<file path="config.mk">
export PLATFORM = sky130hd
export DESIGN_NAME = fetch_pc_unit_flat
export DESIGN_NICKNAME = d
export VERILOG_FILES = /design/src/rtl/fetch_pc_unit_if.sv /design/src/rtl/fetch_pc_unit.sv /design/src/flat_wrapper.sv
export SDC_FILE = /design/constraint.sdc
export NUM_CORES = 1
export LEC_CHECK = 0
export CORE_MARGIN = 4
export CORE_UTILIZATION = 45
export CTS_CLUSTER_SIZE = 28
export DETAILED_ROUTE_END_ITERATION = 10
export GPL_ROUTABILITY_DRIVEN = 0
export PLACE_DENSITY = 0.81
export SLEW_MARGIN = 20
export SYNTH_ARGS = -nofsm -noshare
export SYNTH_HDL_FRONTEND = slang
export SYNTH_SLANG_ARGS = --single-unit
</file>
<file path="constraint.sdc">
create_clock -name clk -period 2.5 [get_ports clk]
set_clock_uncertainty 0.15 [all_clocks]
set_input_delay 0.5 -clock clk [delete_from_list [all_inputs] [get_ports clk]]
set_output_delay 0.5 -clock clk [all_outputs]
set_load 0.05 [all_outputs]
</file>
<file path="src/rtl/fetch_pc_unit_if.sv">
// fetch_pc_unit_if
//   Instruction-memory request/acknowledge bus between the fetch stage and
//   the instruction memory. One request may be outstanding at a time; the
//   address is held stable from request until acknowledge.
// Signals
//   imem_req   fetch request (master -> slave)
//   imem_addr  fetch address (master -> slave)
//   imem_ack   response valid, completes the request (slave -> master)
//   imem_rdata fetched instruction (slave -> master)
interface fetch_pc_unit_if #(
  parameter int PC_W    = 16,
  parameter int INSTR_W = 16
);
  logic               imem_req;
  logic [PC_W-1:0]    imem_addr;
  logic               imem_ack;
  logic [INSTR_W-1:0] imem_rdata;

  modport master (
    output imem_req,
    output imem_addr,
    input  imem_ack,
    input  imem_rdata
  );

  modport slave (
    input  imem_req,
    input  imem_addr,
    output imem_ack,
    output imem_rdata
  );
endinterface

</file>
<file path="src/rtl/fetch_pc_unit.sv">
// fetch_pc_unit
//   Program-counter and instruction-fetch stage. Takes resolved branch and
//   jump redirects, computes the next PC, issues fetches on a req/ack
//   instruction-memory bus and hands {instr, pc} to decode through a
//   2-entry output FIFO. A redirect flushes the FIFO and discards the
//   response to any request still in flight.
// Configuration
//   BR_STATS_EN : when defined, o_taken_cnt counts redirect cycles
//                 (saturating at 16'hFFFF, cleared only by reset); when
//                 undefined the counter is absent and o_taken_cnt is 0.
// Ports
//   clk, rst_n         clock (rising edge), asynchronous active-low reset
//   i_brValid/i_bSel   conditional branch resolved / taken
//   i_brPC/i_brOffset  branch PC and sign-extended offset
//   i_jmpValid         unconditional jump this cycle
//   i_jmpTarget        jump destination
//   i_stall            decode cannot accept the FIFO head
//   imem               instruction-memory bus (master side)
//   o_if_valid         FIFO head valid
//   o_if_instr/o_if_pc FIFO head instruction / PC (hold last when empty)
//   o_flush            redirect taken this cycle (combinational)
//   o_taken_cnt        redirect count (see Configuration)
module fetch_pc_unit #(
  parameter int              PC_W     = 16,
  parameter int              INSTR_W  = 16,
  parameter int              STEP     = 2,
  parameter logic [PC_W-1:0] RESET_PC = 16'h0000
) (
  input  logic               clk,
  input  logic               rst_n,
  input  logic               i_brValid,
  input  logic               i_bSel,
  input  logic [PC_W-1:0]    i_brPC,
  input  logic [PC_W-1:0]    i_brOffset,
  input  logic               i_jmpValid,
  input  logic [PC_W-1:0]    i_jmpTarget,
  input  logic               i_stall,
  fetch_pc_unit_if.master    imem,
  output logic               o_if_valid,
  output logic [INSTR_W-1:0] o_if_instr,
  output logic [PC_W-1:0]    o_if_pc,
  output logic               o_flush,
  output logic [15:0]        o_taken_cnt
);

  localparam logic [PC_W-1:0] STEP_V = PC_W'(STEP);

  typedef enum logic [1:0] {
    S_IDLE  = 2'd0,
    S_FETCH = 2'd1,
    S_DRAIN = 2'd2
  } state_t;

  state_t             r_state;
  state_t             w_state_nxt;
  logic [PC_W-1:0]    r_pc;
  logic [PC_W-1:0]    w_pc_nxt;
  logic [PC_W-1:0]    r_drain_addr;
  logic               w_req;
  logic [PC_W-1:0]    w_addr;

  logic               w_br_taken;
  logic               w_taken;
  logic [PC_W-1:0]    w_target;

  logic               r_hd_vld;
  logic               r_tl_vld;
  logic [INSTR_W-1:0] r_hd_instr;
  logic [PC_W-1:0]    r_hd_pc;
  logic [INSTR_W-1:0] r_tl_instr;
  logic [PC_W-1:0]    r_tl_pc;

  logic               w_ack;
  logic               w_pop;
  logic               w_push;
  logic [1:0]         w_cnt;
  logic [1:0]         w_cnt_pop;
  logic [1:0]         w_cnt_nxt;
  logic               w_hd_from_tl;
  logic               w_hd_from_in;
  logic               w_tl_from_in;

  // Redirect decode: the branch is older than the jump, so it wins.
  assign w_br_taken = i_brValid & i_bSel;
  assign w_taken    = w_br_taken | i_jmpValid;
  assign w_target   = w_br_taken ? (i_brPC + i_brOffset) : i_jmpTarget;

  assign w_ack     = imem.imem_ack;
  assign w_pop     = r_hd_vld & ~i_stall;
  // A response is only kept when it belongs to the current PC stream.
  assign w_push    = (r_state == S_FETCH) & w_ack & ~w_taken;
  assign w_cnt     = {1'b0, r_hd_vld} + {1'b0, r_tl_vld};
  assign w_cnt_pop = w_cnt - {1'b0, w_pop};
  assign w_cnt_nxt = w_taken ? 2'd0 : (w_cnt_pop + {1'b0, w_push});

  // Head/tail shift structure keeps the head registers holding the last
  // delivered entry once the FIFO drains.
  assign w_hd_from_tl = ~w_taken & w_pop & r_tl_vld;
  assign w_hd_from_in = w_push & (~r_hd_vld | (w_pop & ~r_tl_vld));
  assign w_tl_from_in = w_push & r_hd_vld & ~(w_pop & ~r_tl_vld);

  // ---- FSM: next state, next PC and bus outputs ----
  always_comb begin
    w_state_nxt = r_state;
    w_pc_nxt    = r_pc;
    w_req       = 1'b0;
    w_addr      = r_pc;
    case (r_state)
      S_IDLE: begin
        if (w_taken) begin
          w_pc_nxt    = w_target;
          w_state_nxt = S_FETCH;
        end else if (w_cnt_pop < 2'd2) begin
          w_state_nxt = S_FETCH;
        end
      end
      S_FETCH: begin
        w_req = 1'b1;
        if (w_taken) begin
          w_pc_nxt    = w_target;
          w_state_nxt = w_ack ? S_FETCH : S_DRAIN;
        end else if (w_ack) begin
          w_pc_nxt    = r_pc + STEP_V;
          // The pushed entry plus one new request must fit in two slots.
          w_state_nxt = (w_cnt_pop == 2'd0) ? S_FETCH : S_IDLE;
        end
      end
      S_DRAIN: begin
        w_req  = 1'b1;
        w_addr = r_drain_addr;
        if (w_taken) begin
          w_pc_nxt = w_target;
        end
        // FIFO was cleared on entry and nothing is pushed while draining,
        // so a fresh request always has credit.
        if (w_ack) begin
          w_state_nxt = S_FETCH;
        end
      end
      default: begin
        w_state_nxt = S_IDLE;
      end
    endcase
  end

  // ---- FSM state and PC registers ----
  always_ff @(posedge clk or negedge rst_n) begin
    if (!rst_n) begin
      r_state <= S_IDLE;
      r_pc    <= RESET_PC;
    end else begin
      r_state <= w_state_nxt;
      r_pc    <= w_pc_nxt;
    end
  end

  // Address of the abandoned request, held on the bus until it is acked.
  always_ff @(posedge clk) begin
    if ((r_state == S_FETCH) && w_taken && !w_ack) begin
      r_drain_addr <= r_pc;
    end
  end

  // ---- Output FIFO ----
  always_ff @(posedge clk or negedge rst_n) begin
    if (!rst_n) begin
      r_hd_vld <= 1'b0;
      r_tl_vld <= 1'b0;
    end else begin
      r_hd_vld <= (w_cnt_nxt != 2'd0);
      r_tl_vld <= (w_cnt_nxt == 2'd2);
    end
  end

  always_ff @(posedge clk or negedge rst_n) begin
    if (!rst_n) begin
      r_hd_instr <= '0;
      r_hd_pc    <= '0;
    end else if (w_hd_from_tl) begin
      r_hd_instr <= r_tl_instr;
      r_hd_pc    <= r_tl_pc;
    end else if (w_hd_from_in) begin
      r_hd_instr <= imem.imem_rdata;
      r_hd_pc    <= r_pc;
    end
  end

  always_ff @(posedge clk) begin
    if (w_tl_from_in) begin
      r_tl_instr <= imem.imem_rdata;
      r_tl_pc    <= r_pc;
    end
  end

  // ---- Redirect statistics ----
`ifdef BR_STATS_EN
  logic [15:0] r_taken_cnt;

  always_ff @(posedge clk or negedge rst_n) begin
    if (!rst_n) begin
      r_taken_cnt <= 16'h0000;
    end else if (w_taken && (r_taken_cnt != 16'hFFFF)) begin
      r_taken_cnt <= r_taken_cnt + 16'd1;
    end
  end

  assign o_taken_cnt = r_taken_cnt;
`else
  assign o_taken_cnt = 16'h0000;
`endif

  assign imem.imem_req  = w_req;
  assign imem.imem_addr = w_addr;
  assign o_if_valid     = r_hd_vld;
  assign o_if_instr     = r_hd_instr;
  assign o_if_pc        = r_hd_pc;
  assign o_flush        = w_taken;

endmodule

</file>
<file path="src/flat_wrapper.sv">
// flat-port wrapper written by rule: the top's interface ports become plain ports
module fetch_pc_unit_flat 
#(
  parameter int              PC_W     = 16,
  parameter int              INSTR_W  = 16,
  parameter int              STEP     = 2,
  parameter logic [PC_W-1:0] RESET_PC = 16'h0000
)
  (clk, rst_n, i_brValid, i_bSel, i_brPC, i_brOffset, i_jmpValid, i_jmpTarget, i_stall, o_if_valid, o_if_instr, o_if_pc, o_flush, o_taken_cnt, imem_imem_req, imem_imem_addr, imem_imem_ack, imem_imem_rdata);
  fetch_pc_unit_if #(.PC_W(PC_W), .INSTR_W(INSTR_W)) imem_i ();
  input  logic clk;
  input  logic rst_n;
  input  logic i_brValid;
  input  logic i_bSel;
  input  logic [PC_W-1:0] i_brPC;
  input  logic [PC_W-1:0] i_brOffset;
  input  logic i_jmpValid;
  input  logic [PC_W-1:0] i_jmpTarget;
  input  logic i_stall;
  output logic o_if_valid;
  output logic [INSTR_W-1:0] o_if_instr;
  output logic [PC_W-1:0] o_if_pc;
  output logic o_flush;
  output logic [15:0] o_taken_cnt;
  output wire logic [$bits(imem_i.imem_req)-1:0] imem_imem_req;
  output wire logic [$bits(imem_i.imem_addr)-1:0] imem_imem_addr;
  input wire logic [$bits(imem_i.imem_ack)-1:0] imem_imem_ack;
  input wire logic [$bits(imem_i.imem_rdata)-1:0] imem_imem_rdata;
  assign imem_imem_req = imem_i.imem_req;
  assign imem_imem_addr = imem_i.imem_addr;
  assign imem_i.imem_ack = imem_imem_ack;
  assign imem_i.imem_rdata = imem_imem_rdata;
  fetch_pc_unit #(.PC_W(PC_W), .INSTR_W(INSTR_W), .STEP(STEP), .RESET_PC(RESET_PC)) u_core (.clk(clk), .rst_n(rst_n), .i_brValid(i_brValid), .i_bSel(i_bSel), .i_brPC(i_brPC), .i_brOffset(i_brOffset), .i_jmpValid(i_jmpValid), .i_jmpTarget(i_jmpTarget), .i_stall(i_stall), .imem(imem_i), .o_if_valid(o_if_valid), .o_if_instr(o_if_instr), .o_if_pc(o_if_pc), .o_flush(o_flush), .o_taken_cnt(o_taken_cnt));
endmodule
</file>
; ---- Word-level counts from Yosys, hierarchy flattened
; Cells that the tools add are included.
[classes]
order_cmp = 1
n_addsub = 5
reduce_logical = 12
bitwise = 17
n_eq_ne = 7
muxes = 20
[op_table]
columns = operator, n
row1 = $mux W16, 9
row2 = $pmux W16 S2, 1
row3 = $add A16 B16 Y16, 1
row4 = $add A16 B2 Y16 const B, 1
row5 = $mux W2, 7
row6 = $and A1 B1 Y1, 10
row7 = $pmux W2 S3, 1
row8 = $reduce_and A3 Y1, 2
row9 = $reduce_bool A2 Y1, 3
row10 = $not A1 Y1, 5
row11 = $eq A2 B2 Y1 const B, 2
row12 = $logic_not A2 Y1, 2
row13 = $reduce_or A2 Y1, 2
row14 = $ne A3 B1 Y1 const B, 1
row15 = $ne A3 B2 Y1 const B, 1
row16 = $add A1 B1 Y2, 1
row17 = $add A2 B1 Y2, 1
row18 = $eq A2 B1 Y1 const B, 1
row19 = $logic_and A1 B1 Y1, 2
row20 = $lt A2 B2 Y1 const B, 1
row21 = $mux W1, 2
row22 = $ne A2 B1 Y1 const B, 1
row23 = $ne A2 B2 Y1 const B, 1
row24 = $or A1 B1 Y1, 2
row25 = 2 further kinds, 2
[totals]
output_inout_bits = 67
in_bits = 71
register_bits = 100
wordCells = 71

; ---- Depth between registers and ports, before layout
[logic_depth]
ltp_word = 8
mapped_depth = 10
ltp_nobuf = 8

; ---- Worst setup path after synthesis
; Ideal clock, no wire load.
[synth_path]
kind = input-to-reg
startpoint = in i_brValid
endpoint = reg u_core.r_tl_instr[0] (enable)
path_stages = 6
setup_slack_ps = -549
setup_time_ps = 421
required_time_ps = 1929
path_buffers = 2
t_arrival_ps = 2477
path_cell_list = and2_1 > buf_4 > nor2_4 > buf_6 > nand3_2 > nor2_1
[synth_between]
elab_chain_cells = 6
[synth_rtl]
columns = element, line
row1 = start: declaration, flat_wrapper.sv:13  ; input logic i_brValid;
row2 = $and A1 B1 Y1, fetch_pc_unit.sv:84  ; assign w_br_taken = i_brValid & i_bSel;
row3 = $or A1 B1 Y1, fetch_pc_unit.sv:85  ; assign w_taken = w_br_taken | i_jmpValid;
row4 = $not A1 Y1, fetch_pc_unit.sv:91  ; assign w_push = (r_state == S_FETCH) & w_ack & ~w_taken;
row5 = $and A1 B1 Y1, fetch_pc_unit.sv:91
row6 = $and A1 B1 Y1 (2 in a row), fetch_pc_unit.sv:100  ; assign w_tl_from_in = w_push & r_hd_vld & ~(w_pop & ~r_tl_vld);
row7 = net u_core.w_tl_from_in, fetch_pc_unit.sv:81  ; logic w_tl_from_in;
row8 = end signal: assignment, fetch_pc_unit.sv:190  ; r_tl_instr <= imem.imem_rdata;
row9 = end: declaration, fetch_pc_unit.sv:70  ; logic [INSTR_W-1:0] r_tl_instr;
; The timed path passes the listed nets, and every way through them passes these cells.
; A chain may end at the register's enable or synchronous reset.

; ---- Worst setup path in the final report
[layout_path]
startpoint = reg u_core.r_state[0]
endpoint = out imem_imem_addr[8]
[layout_between]
elab_chain_cells = 2
[layout_rtl]
columns = element, line
row1 = start: declaration, fetch_pc_unit.sv:54  ; state_t r_state;
row2 = start signal: assignment, fetch_pc_unit.sv:152  ; r_state <= w_state_nxt;
row3 = $eq A2 B2 Y1, fetch_pc_unit.sv:108  ; case (r_state)
row4 = $mux W16, fetch_pc_unit.sv:108
row5 = end: declaration, flat_wrapper.sv:26  ; output wire logic [$bits(imem_i.imem_addr)-1:0] imem_imem_addr;
; Every way passes these cells.

==> run summary <==
Run status = complete, but fails checks
Violated checks = negative hold slack
Maximum clock frequency = 409.4 MHz
Height of the die = 118.2 um
Worst setup timing slack at the placement stage = -0.4856 ns
Hold Fails Final Rpt = 2
Number of antenna violations at the first check in global routing = 0
Critical Path AT = 1.79 ns
Post-synth ARST share = 0.5200
Antenna Cells = 0
Routed wire per std cell = 17.42 um
Leakage = 0.003113 uW
Core area = 11660 um2
Maximum vdd ir drop = 557.9 uV
Capturing instance or port of the critical path = imem_imem_addr[8]
#FFs+latches synth = 100
Later-pin clock latency in the skew report = 0.34 ns
Global-route congestion overflow total = 0
Minimum hold slack = -0.001814 ns
Netlist area before placement = 5460 um2
Hold-fix buffer count after cts = 0
Type of the worst setup path = reg2out
First-pass GRT wire length = 22720 um
I/O pin cnt = 138
Nets = 756
Relative max-transition margin = 0.6192
Final critical delay including setup and external delays = 2.442 ns
Number of buffers inserted during clock tree synthesis = 9
Post-DR vias/cell = 5.595
Pin count of the biggest net entering global routing = 65
Aggregate routed wire length = 14110 um
Std-Cell Rows = 39
Via Count = 4532
Final routed DRC violation total = 0
Slew @ Worst Pin = 0.5711 ns
Post-detailed-placement half-perimeter wirelength = 10450 um
Total negative setup slack = 0 ns
Initial cell density of the core = 0.4682
Power after layout = 8496 uW
Share of the yosys chip area belonging to registers = 0.5023
Final number of max-transition violations = 0
Reg2Reg Depth = 8
Count of flip-flops with a built-in enable after synthesis = 48
Startpoint of the most critical setup path = u_core.r_state[0]
Antenna Nets Post-Route = 0
Count of routing violations after the opening detailed-route iteration = 484
Required time worst endpoint = 1.85 ns
Count of input and output buffers = 121
Deepest clock path buffer count = 2
Reg-to-reg setup timing slack = 0.23 ns
All-Layer GR Usage = 0.1991
Terminus of the critical flop-to-flop path = u_core.r_pc[7]
Critical path endpoint category = primary output
Final cell utilization of the core = 0.6424
CTS Root Cell = sky130_fd_sc_hd__clkbuf_16
Number of global-route vias before repair = 4560
Maximum Capacitance Violations = 0
Final period utilization = 0.9770
Number of iterations in the first detailed-routing pass = 6
Clock tree from TritonCTS = built
CTS clk-pin slew, worst paths = 0.07 ns
Avg Cell Area, Syn = 10.83 um2
Final setup vio count = 0
Post-synthesis to final-layout area growth = 37.21%
Crit path setup slack, layout = 0.05752 ns
Cell count after synthesis = 504
Min-Delay Path Class = in2async
CTS HTree Levels = 3
Power per cell area = 1134 nW/um2
Die X-Extent = 118.2 um
Layout cell share with drive strength beyond 1 = 0.1964
Count of clock tree sinks = 100
Netlist cell types = 62
Main synth FF type = sky130_fd_sc_hd__dfrtp_1
Die area = 13960 um2
Reg-to-reg startpoint = u_core.r_state[1]
Worst Path Max Fanout = 12
CP startpoint kind = flop
Number of warnings issued by yosys = 0
## flip-flops by register name, summed over array words and instances (netlist names)
| register | cells |
|---|---|
| u_core.o_if_instr | 16 |
| u_core.o_if_pc | 16 |
| u_core.o_if_valid | 1 |
| u_core.r_drain_addr | 16 |
| u_core.r_pc | 16 |
| u_core.r_state | 2 |
| u_core.r_tl_instr | 16 |
| u_core.r_tl_pc | 16 |
| u_core.r_tl_vld | 1 |
## cells in the final DEF (no fill, tap or decap), types with 3 or more instances in the layout
cell type and instances:
sky130_fd_sc_hd__buf_4 56, sky130_fd_sc_hd__clkdlybuf4s50_1 100, sky130_fd_sc_hd__ha_1 19, sky130_fd_sc_hd__mux2i_1 36, sky130_fd_sc_hd__xor2_1 5, sky130_fd_sc_hd__nor3_1 8, sky130_fd_sc_hd__a21oi_1 28, sky130_fd_sc_hd__nand4_1 4
sky130_fd_sc_hd__a211oi_1 7, sky130_fd_sc_hd__o21ai_0 33, sky130_fd_sc_hd__inv_1 6, sky130_fd_sc_hd__buf_12 8, sky130_fd_sc_hd__o31ai_1 3, sky130_fd_sc_hd__o21ai_2 4, sky130_fd_sc_hd__xnor2_1 5, sky130_fd_sc_hd__nand3_1 10
sky130_fd_sc_hd__clkbuf_16 9, sky130_fd_sc_hd__mux2_2 16, sky130_fd_sc_hd__o21ai_1 19, sky130_fd_sc_hd__a21o_1 5, sky130_fd_sc_hd__nor2_1 24, sky130_fd_sc_hd__conb_1 16, sky130_fd_sc_hd__inv_2 3, sky130_fd_sc_hd__a31oi_1 4
sky130_fd_sc_hd__and2_1 3, sky130_fd_sc_hd__nand2_1 68, sky130_fd_sc_hd__dfrtp_1 51, sky130_fd_sc_hd__edfxtp_1 48, sky130_fd_sc_hd__o221ai_1 4, sky130_fd_sc_hd__o22ai_1 3
## worst max-delay path: stages (launching register included)
cell and delay, ns:
sky130_fd_sc_hd__dfrtp_2 0.44, sky130_fd_sc_hd__inv_2 0.10, sky130_fd_sc_hd__ha_4 0.18, sky130_fd_sc_hd__buf_8 0.16, sky130_fd_sc_hd__mux2_2 0.36, sky130_fd_sc_hd__buf_4 0.19
## cell type report
class                           instances  area, um2
Clock buffer                           12      246.5
Clock inverter                          4      73.82
Fill cell                             917       4170
Inverter                                9      33.78
Multi-Input combinational cell        373       2577
Sequential cell                       100       2744
Tap cell                              143      178.9
Timing Repair Buffer                  169       1638
## power breakdown
| part | internal [uW] | leakage (uW) | total, uW | switching, uW |
|---|---|---|---|---|
| Combinational | 1570 | 0.00191 | 4340 | 2770 |
| Clock | 905 | 0.000157 | 1480 | 576 |
| Sequential | 2250 | 0.00105 | 2680 | 422 |
| Total | 4730 | 0.00311 | 8500 | 3760 |
## metrics by stage
step / cell area, um2 / std cells
global placement: 7047 / 792
CTS: 7403 / 808
finish: 7492 / 810
floorplan: 5528 / 519
detailed placement: 7047 / 792
global route: 7492 / 810
## worst min-delay path by stage
stage | end | slack, ns | cells past startpoint
floorplan | u_core.o_if_instr[0] | 0.05 | 0
global placement | u_core.o_if_pc[1] | 0.28 | 2
detailed placement | u_core.o_if_pc[7] | 0.29 | 2
CTS | u_core.o_if_instr[1] | 0.0007 | 1
global route | u_core.o_if_instr[3] | 0.02 | 1
finish | u_core.o_if_instr[15] | -0.002 | 1
## layer usage
| metal | part of all wire | up-vias | GRT usage |
|---|---|---|---|
| met4 | 0.023 | 0 | 0.06520 |
| li1 | - | 2141 | - |
| met3 | 0.081 | 29 | 0.05253 |
| met5 | 0 | - | 0 |
| met1 | 0.42 | 2144 | 0.2555 |
| met2 | 0.48 | 218 | 0.3298 |
## cells by family after synthesis
logic type / after synthesis / share of synthesized area
adder cells (fa/ha/maj): 23 / 0.05408
AO/OA/AOI/OAI: 131 / 0.1492
XOR/XNOR: 10 / 0.01604
buffers and inverters: 46 / 0.05500
AND/OR/NAND/NOR: 140 / 0.1217
flip-flops: 100 / 0.5023
multiplexers: 53 / 0.1011
other: 1 / 0.0006868
## cells in the mapped netlist (7+ instances only)
library cell / number / area (um2)
sky130_fd_sc_hd__a211oi_1: 9 / 67.56
sky130_fd_sc_hd__a21oi_1: 29 / 145.1
sky130_fd_sc_hd__buf_4: 18 / 135.1
sky130_fd_sc_hd__buf_6: 7 / 78.83
sky130_fd_sc_hd__dfrtp_1: 52 / 1301
sky130_fd_sc_hd__edfxtp_1: 48 / 1441
sky130_fd_sc_hd__ha_1: 22 / 275.3
sky130_fd_sc_hd__inv_1: 7 / 26.28
sky130_fd_sc_hd__mux2_2: 16 / 180.2
sky130_fd_sc_hd__mux2i_1: 36 / 360.4
sky130_fd_sc_hd__nand2_1: 68 / 255.2
sky130_fd_sc_hd__nand3_1: 10 / 50.05
sky130_fd_sc_hd__nor2_1: 25 / 93.84
sky130_fd_sc_hd__nor3_1: 9 / 45.04
sky130_fd_sc_hd__o21ai_0: 35 / 175.2
sky130_fd_sc_hd__o21ai_1: 20 / 100.1
## timing repair
action | 4_1_cts | 5_1_grt
setup endpoints to repair | 19 | 19
buffers inserted | 0 | 2
resized for setup | 10 | 15
hold endpoints to repair | 0 | 0
pin swaps | 1 | 12
Note: power is estimated with default switching activity, not from simulation.
